File: config.mk
export PLATFORM = sky130hd
export DESIGN_NAME = counter_arbiter
export DESIGN_NICKNAME = d
export VERILOG_FILES = /design/src/rtl/counter_arb_pkg.sv /design/src/rtl/rr_pick.sv /design/src/rtl/counter_arbiter.sv
export SDC_FILE = /design/constraint.sdc
export NUM_CORES = 1
export LEC_CHECK = 0
export ABC_AREA = 1
export CAP_MARGIN = 20
export CORE_UTILIZATION = 35
export DETAILED_ROUTE_END_ITERATION = 6
export DONT_BUFFER_PORTS = 1
export GPL_ROUTABILITY_DRIVEN = 0
export PLACE_DENSITY = 0.48
export SETUP_SLACK_MARGIN = 0.5
export SLEW_MARGIN = 10
export SYNTH_ARGS = -nofsm -noshare
export SYNTH_HDL_FRONTEND = slang
export SYNTH_SLANG_ARGS = --single-unit
File: constraint.sdc
create_clock -name clk -period 3.1 [get_ports clk]
set_input_delay 0.62 -clock clk [delete_from_list [all_inputs] [get_ports clk]]
set_output_delay 0.62 -clock clk [all_outputs]
set_load 0.01 [all_outputs]
File: src/rtl/counter_arb_pkg.sv
// -----------------------------------------------------------------------------
// counter_arb_pkg
// Shared definitions for the counter command arbiter:
//   arb_state_e : arbiter FSM state encoding (IDLE, ISSUE, WAIT, RESP)
//   CMD_DECR    : counter direction code for a decrement
//   CMD_INCR    : counter direction code for an increment
// -----------------------------------------------------------------------------
package counter_arb_pkg;

  typedef enum logic [1:0] {
    IDLE  = 2'd0,
    ISSUE = 2'd1,
    WAIT  = 2'd2,
    RESP  = 2'd3
  } arb_state_e;

  localparam logic CMD_DECR = 1'b0;
  localparam logic CMD_INCR = 1'b1;

endpackage : counter_arb_pkg

File: src/rtl/rr_pick.sv
// -----------------------------------------------------------------------------
// rr_pick
// Combinational round-robin selector. Picks the first asserted request at or
// after the pointer position, wrapping from N-1 back to 0.
// Ports:
//   req_i  [N-1:0]  request vector
//   ptr_i  [IW-1:0] search start position (always < N)
//   gnt_o  [N-1:0]  one-hot grant (all zero when no request)
//   idx_o  [IW-1:0] index of the granted request
//   any_o           at least one request is asserted
// -----------------------------------------------------------------------------
module rr_pick #(
  parameter int N  = 4,
  parameter int IW = (N > 1) ? $clog2(N) : 1
) (
  input  logic [N-1:0]  req_i,
  input  logic [IW-1:0] ptr_i,
  output logic [N-1:0]  gnt_o,
  output logic [IW-1:0] idx_o,
  output logic          any_o
);

  int            cand_s;
  logic [IW-1:0] cidx_s;
  logic          hit_s;
  logic          found_s;

  // Walk the requests starting at ptr_i; the first hit wins and masks the rest.
  always_comb begin
    gnt_o   = '0;
    idx_o   = '0;
    cand_s  = 0;
    cidx_s  = '0;
    hit_s   = 1'b0;
    found_s = 1'b0;
    for (int i = 0; i < N; i++) begin
      cand_s         = (int'(ptr_i) + i) % N;
      cidx_s         = IW'(cand_s);
      hit_s          = ~found_s & req_i[cidx_s];
      gnt_o[cidx_s]  = gnt_o[cidx_s] | hit_s;
      idx_o          = hit_s ? cidx_s : idx_o;
      found_s        = found_s | hit_s;
    end
  end

  assign any_o = |req_i;

endmodule : rr_pick

File: src/rtl/counter_arbiter.sv
// -----------------------------------------------------------------------------
// counter_arbiter
// Round-robin arbiter sharing one up/down counter between NUM_REQ requesters.
// A granted command is issued as a one-cycle cnt_valid strobe, the counter's
// error flag is sampled ERR_LAT cycles later and returned with the requester
// ID as a one-cycle response. Failed commands are counted (saturating).
// Ports:
//   clk        clock, rising edge
//   rst        asynchronous active-low reset
//   req_valid  per-requester command request
//   req_dir    per-requester direction (1 = increment, 0 = decrement)
//   req_ready  one-hot accept, combinational, only in IDLE
//   cnt_valid  command strobe to the counter
//   cnt_in     command direction to the counter (0 when cnt_valid is low)
//   cnt_err    error flag from the counter
//   rsp_valid  one-cycle response strobe
//   rsp_id     requester index of the response (0 when rsp_valid is low)
//   rsp_err    response error flag (0 when rsp_valid is low)
//   busy       high whenever the FSM is not in IDLE
//   err_clr    synchronous clear of err_count (wins over an increment)
//   err_count  saturating count of failed responses
// -----------------------------------------------------------------------------
module counter_arbiter
  import counter_arb_pkg::*;
#(
  parameter int NUM_REQ   = 4,
  parameter int ERR_LAT   = 1,
  parameter int ERR_CNT_W = 8,
  localparam int IDW      = $clog2(NUM_REQ)
) (
  input  logic                 clk,
  input  logic                 rst,
  input  logic [NUM_REQ-1:0]   req_valid,
  input  logic [NUM_REQ-1:0]   req_dir,
  output logic [NUM_REQ-1:0]   req_ready,
  output logic                 cnt_valid,
  output logic                 cnt_in,
  input  logic                 cnt_err,
  output logic                 rsp_valid,
  output logic [IDW-1:0]       rsp_id,
  output logic                 rsp_err,
  output logic                 busy,
  input  logic                 err_clr,
  output logic [ERR_CNT_W-1:0] err_count
);

  // Down-counter wide enough to hold ERR_LAT-1.
  localparam int WCW = (ERR_LAT > 1) ? $clog2(ERR_LAT) : 1;

  arb_state_e           state_q, state_d;
  logic [IDW-1:0]       ptr_q, ptr_d;
  logic [IDW-1:0]       gid_q, gid_d;
  logic                 dir_q, dir_d;
  logic [WCW-1:0]       wait_q, wait_d;
  logic [ERR_CNT_W-1:0] err_q, err_d;

  logic                 cnt_valid_q, cnt_valid_d;
  logic                 cnt_in_q, cnt_in_d;
  logic                 rsp_valid_q, rsp_valid_d;
  logic [IDW-1:0]       rsp_id_q, rsp_id_d;
  logic                 rsp_err_q, rsp_err_d;
  logic                 busy_q, busy_d;

  logic [NUM_REQ-1:0]   pick_gnt_s;
  logic [IDW-1:0]       pick_idx_s;
  logic                 pick_any_s;

  rr_pick #(
    .N  (NUM_REQ),
    .IW (IDW)
  ) u_rr_pick (
    .req_i (req_valid),
    .ptr_i (ptr_q),
    .gnt_o (pick_gnt_s),
    .idx_o (pick_idx_s),
    .any_o (pick_any_s)
  );

  // FSM next state, command latches, wait counter and combinational accept.
  always_comb begin
    state_d   = state_q;
    ptr_d     = ptr_q;
    gid_d     = gid_q;
    dir_d     = dir_q;
    wait_d    = wait_q;
    rsp_err_d = 1'b0;
    req_ready = '0;

    case (state_q)
      IDLE: begin
        // Gating with rst keeps req_ready low while reset is held.
        if (rst && pick_any_s) begin
          req_ready = pick_gnt_s;
          gid_d     = pick_idx_s;
          dir_d     = req_dir[pick_idx_s] ? CMD_INCR : CMD_DECR;
          ptr_d     = (pick_idx_s == IDW'(NUM_REQ - 1)) ? '0 : pick_idx_s + IDW'(1);
          state_d   = ISSUE;
        end else begin
          req_ready = '0;
        end
      end
      ISSUE: begin
        wait_d  = WCW'(ERR_LAT - 1);
        state_d = WAIT;
      end
      WAIT: begin
        // cnt_err is only looked at in the final WAIT cycle.
        if (wait_q == '0) begin
          rsp_err_d = cnt_err;
          state_d   = RESP;
        end else begin
          wait_d = wait_q - WCW'(1);
        end
      end
      RESP: begin
        state_d = IDLE;
      end
      default: begin
        state_d = IDLE;
      end
    endcase
  end

  // Output register next values: strobes follow the upcoming state and the
  // qualified fields are forced to 0 whenever their strobe is low.
  always_comb begin
    cnt_valid_d = (state_d == ISSUE);
    cnt_in_d    = (state_d == ISSUE) ? dir_d : CMD_DECR;
    rsp_valid_d = (state_d == RESP);
    rsp_id_d    = (state_d == RESP) ? gid_q : '0;
    busy_d      = (state_d != IDLE);
    if (err_clr) begin
      err_d = '0;
    end else if (rsp_valid_q && rsp_err_q && (err_q != '1)) begin
      err_d = err_q + ERR_CNT_W'(1);
    end else begin
      err_d = err_q;
    end
  end

  // State, latches and registered outputs; reset aborts any command in flight.
  always_ff @(posedge clk or negedge rst) begin
    if (!rst) begin
      state_q     <= IDLE;
      ptr_q       <= '0;
      gid_q       <= '0;
      dir_q       <= CMD_DECR;
      wait_q      <= '0;
      err_q       <= '0;
      cnt_valid_q <= 1'b0;
      cnt_in_q    <= 1'b0;
      rsp_valid_q <= 1'b0;
      rsp_id_q    <= '0;
      rsp_err_q   <= 1'b0;
      busy_q      <= 1'b0;
    end else begin
      state_q     <= state_d;
      ptr_q       <= ptr_d;
      gid_q       <= gid_d;
      dir_q       <= dir_d;
      wait_q      <= wait_d;
      err_q       <= err_d;
      cnt_valid_q <= cnt_valid_d;
      cnt_in_q    <= cnt_in_d;
      rsp_valid_q <= rsp_valid_d;
      rsp_id_q    <= rsp_id_d;
      rsp_err_q   <= rsp_err_d;
      busy_q      <= busy_d;
    end
  end

  assign cnt_valid = cnt_valid_q;
  assign cnt_in    = cnt_in_q;
  assign rsp_valid = rsp_valid_q;
  assign rsp_id    = rsp_id_q;
  assign rsp_err   = rsp_err_q;
  assign busy      = busy_q;
  assign err_count = err_q;

endmodule : counter_arbiter

==> results.md <==
Worst setup path:
- For flop-to-flop paths, the worst setup slack is 460 ps.
- The critical register-to-register path endpoint is dir_q.
- The required time of the critical path is around 2500 ps.
- The maximum net fanout on the critical path is 8.
- Broken down by cell family, the worst path's largest delay share belongs to simple AND/OR/NAND/NOR gates.
- The worst setup path is captured at an output port.
- The most numerous cell on the critical path is nand3_2.
- The kind of launch point of the worst setup path is a register.
- The largest single stage delay on the critical path is 430 ps.
- The signal arrival time at the worst endpoint is approximately 2500 ps.
- The signal on the critical path passes through buf_12, inv_12, ha_4, nand2_4, o21ai_4, nand2_4, nand3_2, nand3_2, nand3_2, nand2_4, nand3_2, nand3_2, nand3_2, nand2_4, nand3_2, nand2_2, inv_2.
- The worst register-to-register path has a depth of 17.
- Counting both buffers and inverters, the worst setup path holds a total of 3.
- The path type of the worst setup path is register to output port.
- The slowest library cell on the worst path is dfrtp_1.

STA:
- The relative slew slack is 0.699.
- The transition at the pin with the smallest max-transition slack is 451 ps.
- After layout, the minimum clock period comes to 3080 ps.
- The fraction of the cycle the final worst path needs is 0.993.
- For the final database, setup skew stands at 2.77 ps.
- The final worst setup slack is roughly 22 ps.
- The highest clock rate is 325 MHz.
- Setup repair after global routing could not meet its margin everywhere.
- The post-route worst hold slack is 47.9 ps.
- The number of slew-limit violations in the final report is 0.
- The final count of negative-setup-slack endpoints is 0.
- The count of final hold-check violations is 0.

GRT:
- The number of global-route vias before repair came to approximately 1600.
- The number of antenna violations at the first check in global routing is 0.
- The first global-routing pass estimated 7160 um of wire.
- In the global route stage, overall resource usage came out at 0.181.
- The pin count of the biggest net entering global routing is 24.
- Summed over all layers, the global routing overflow is 0.

Placed design:
- The pre-CTS setup slack is 223 ps.
- During placement, the flow inserted port buffers numbering 0.
- The cell total after placement is 270.
- The half-perimeter wire length after placement is 2950 um.

Route:
- The detailed router put a total of ~1800 um of wire on met1.
- In the routed layout, each cell is associated on average with a via count of 5.36.
- The first TritonRoute pass finished after 6 iterations.
- The wire length on met2 is 2540 um.
- The remaining antenna violation count after routing is 0.
- The violation count after the first detailed-route iteration is 100.
- After detailed routing, the number of remaining DRC violations is 6.
- The total length of routed met3 wires is 147 um.
- The topmost layer with routed signal wires is met4.
- The final wirelength is 4610 um.
- Dividing the detail-routed wire length by the instance count gives approximately 16 um.
- The number of vias after detailed routing is 1586.

Power:
- Power spread over the standard cell area amounts to 1280 nW/um^2.
- The static power due to leakage is 1.11 nW.
- The maximum resistive drop on vdd is ~610 uV.

Cells and area:
- In the layout the commonest cells are nand2_1, inv_1, nand3_2, dfrtp_1, buf_4.
- In the final layout, the share of cells above drive strength 1 is 0.439.
- The sequential cells in the finished layout cover a total of between 500 and 600 um^2.
- In the final layout, the multi-input gates occupy 1210 um^2.
- The layout has 408 filler cells.
- The number of nets at the end of the flow is 268.
- The area added between synthesis and finish is 40.0%.
- Leaving out fill and tap cells, the most frequent cell in the layout is nand2_1.
- The finished layout holds about 300 standard cells, fillers aside.
- The core utilization of the finished layout is 0.518.
- The number of antenna diodes in the final layout is 0.

Synthesis:
- Synthesis handed over a netlist of 219 instances.
- Counting distinct cell types in the post-synthesis netlist gives 34.
- In this run, synthesis produced a sequential element count of 22.
- In this run the cell area of the synthesized design comes to ~1600 um^2.
- A synthesized cell averages 7.51 um^2.
- Of the synthesized area, sequential elements account for 0.335.
- The synthesis warning total is 0.
- The net count of the mapped netlist is between 200 and 250.

Clock tree:
- In this run, CTS created clock tree buffers numbering 3.
- No sink is reached through more buffers than the 2 on the longest clock path.
- The root buffer selected by CTS is clkbuf_8.
- TritonCTS built the clock tree.
- For this design, the CTS-stage hold fixing added 0 buffers.
- The count of clock tree sinks is 22.
- After clock tree synthesis, the clock-pin slew on the worst setup and hold paths is roughly 80 ps.
- At the later pin of the worst-skew pair, clock insertion delay measures 260 ps.
- CTS built an H-tree with a depth of 1.

Status:
- The flow ran to the end, but the final reports show violations.
- The checks that failed: DRC.

Floorplanning:
- The initial utilization of the core area, before any placement, comes to 0.370.
- The width of the die is 70.6 um.
- In this run the count of I/O pins placed on the die edge is 31.
- The area of the placeable core is around 4400 um^2.
- The area of the die is 4980 um^2.
- The floorplan die height is 70.6 um.
- In this run the core area contains 24 standard-cell rows.

Hold path:
- In this run the worst hold path is classified as input pin to async pin.

Job:
- Max-cap violations in this run came to 0.
-- state kept, by name (all words and copies together) (netlist names), named ones only --
register / cells
err_count: 8
gid_q: 2
rsp_id: 2
state_q: 2
busy: 1
cnt_in: 1
cnt_valid: 1
dir_q: 1
ptr_q: 1
rsp_err: 1
rsp_valid: 1
-- Yosys cell counts, drive strengths merged --
master / instances / area [um^2]
a211oi: 2 / 15.0
a21boi: 1 / 11.3
a21o: 1 / 7.51
a21oi: 10 / 50.1
a221oi: 1 / 8.76
a31oi: 1 / 6.26
a41oi: 1 / 8.76
and3: 1 / 6.26
buf: 2 / 31.3
bufinv: 1 / 17.5
dfrtp: 22 / 551
ha: 11 / 138
inv: 42 / 163
mux2i: 1 / 10.0
nand2: 53 / 226
nand3: 39 / 205
nor2: 6 / 25.0
nor3: 3 / 26.3
nor3b: 1 / 7.51
nor4: 1 / 6.26
o2111ai: 1 / 8.76
o211ai: 1 / 12.5
o21ai: 17 / 104
-- per-stage QoR --
stage               setup TNS, ps  cell area (um^2)  power (mW)
floorplan                       0              1750        1.68
global placement                0              1800        1.89
detailed placement              0              1800        1.92
CTS                             0              2170        2.64
global route                 -325              2300        3.13
finish                          0              2300        2.94
-- routing by layer --
layer / GRT usage / vias to the layer above
li1: - / 772
met1: 0.197 / 755
met2: 0.331 / 43
met3: 0.0242 / 16
met4: 0.116 / 0
met5: 0 / -
-- logic make-up after synthesis --
logic type,Yosys count,share of synthesized area
AOI/OAI and AO/OA,36,0.141
adders and majority gates,11,0.0836
buffers and inverters,45,0.129
DFF,22,0.335
muxes,1,0.00608
and+or+nand+nor,104,0.306
-- how the worst max path moves through the flow --
stage                              end  depth (start not counted)
after floorplan           req_ready[0]                         17
after global placement    req_ready[3]                         16
after detailed placement  req_ready[3]                         18
after CTS                 req_ready[3]                         16
after global routing      req_ready[0]                         16
final                     req_ready[3]                         17
-- repair_timing --
item,CTS,global route
endpoints found under the setup margin,4,6
pin swaps,20,6
gates cloned,2,0
resized for setup,35,19
setup buffers,13,7
-- power breakdown --
part           switching, mW  leakage, nW  internal [mW]
registers             0.0813        0.284          0.371
logic                   1.33        0.802          0.955
clock network         0.0894       0.0288          0.113
-- layout make-up --
cell class                 instances  share of cell area
tap                               52              0.0282
clock buffer                       4              0.0239
timing repair buffer              23               0.104
inverter                          43              0.0798
sequential                        22               0.240
multi-input combinational        152               0.525
Power figures use the tool's default switching activity.
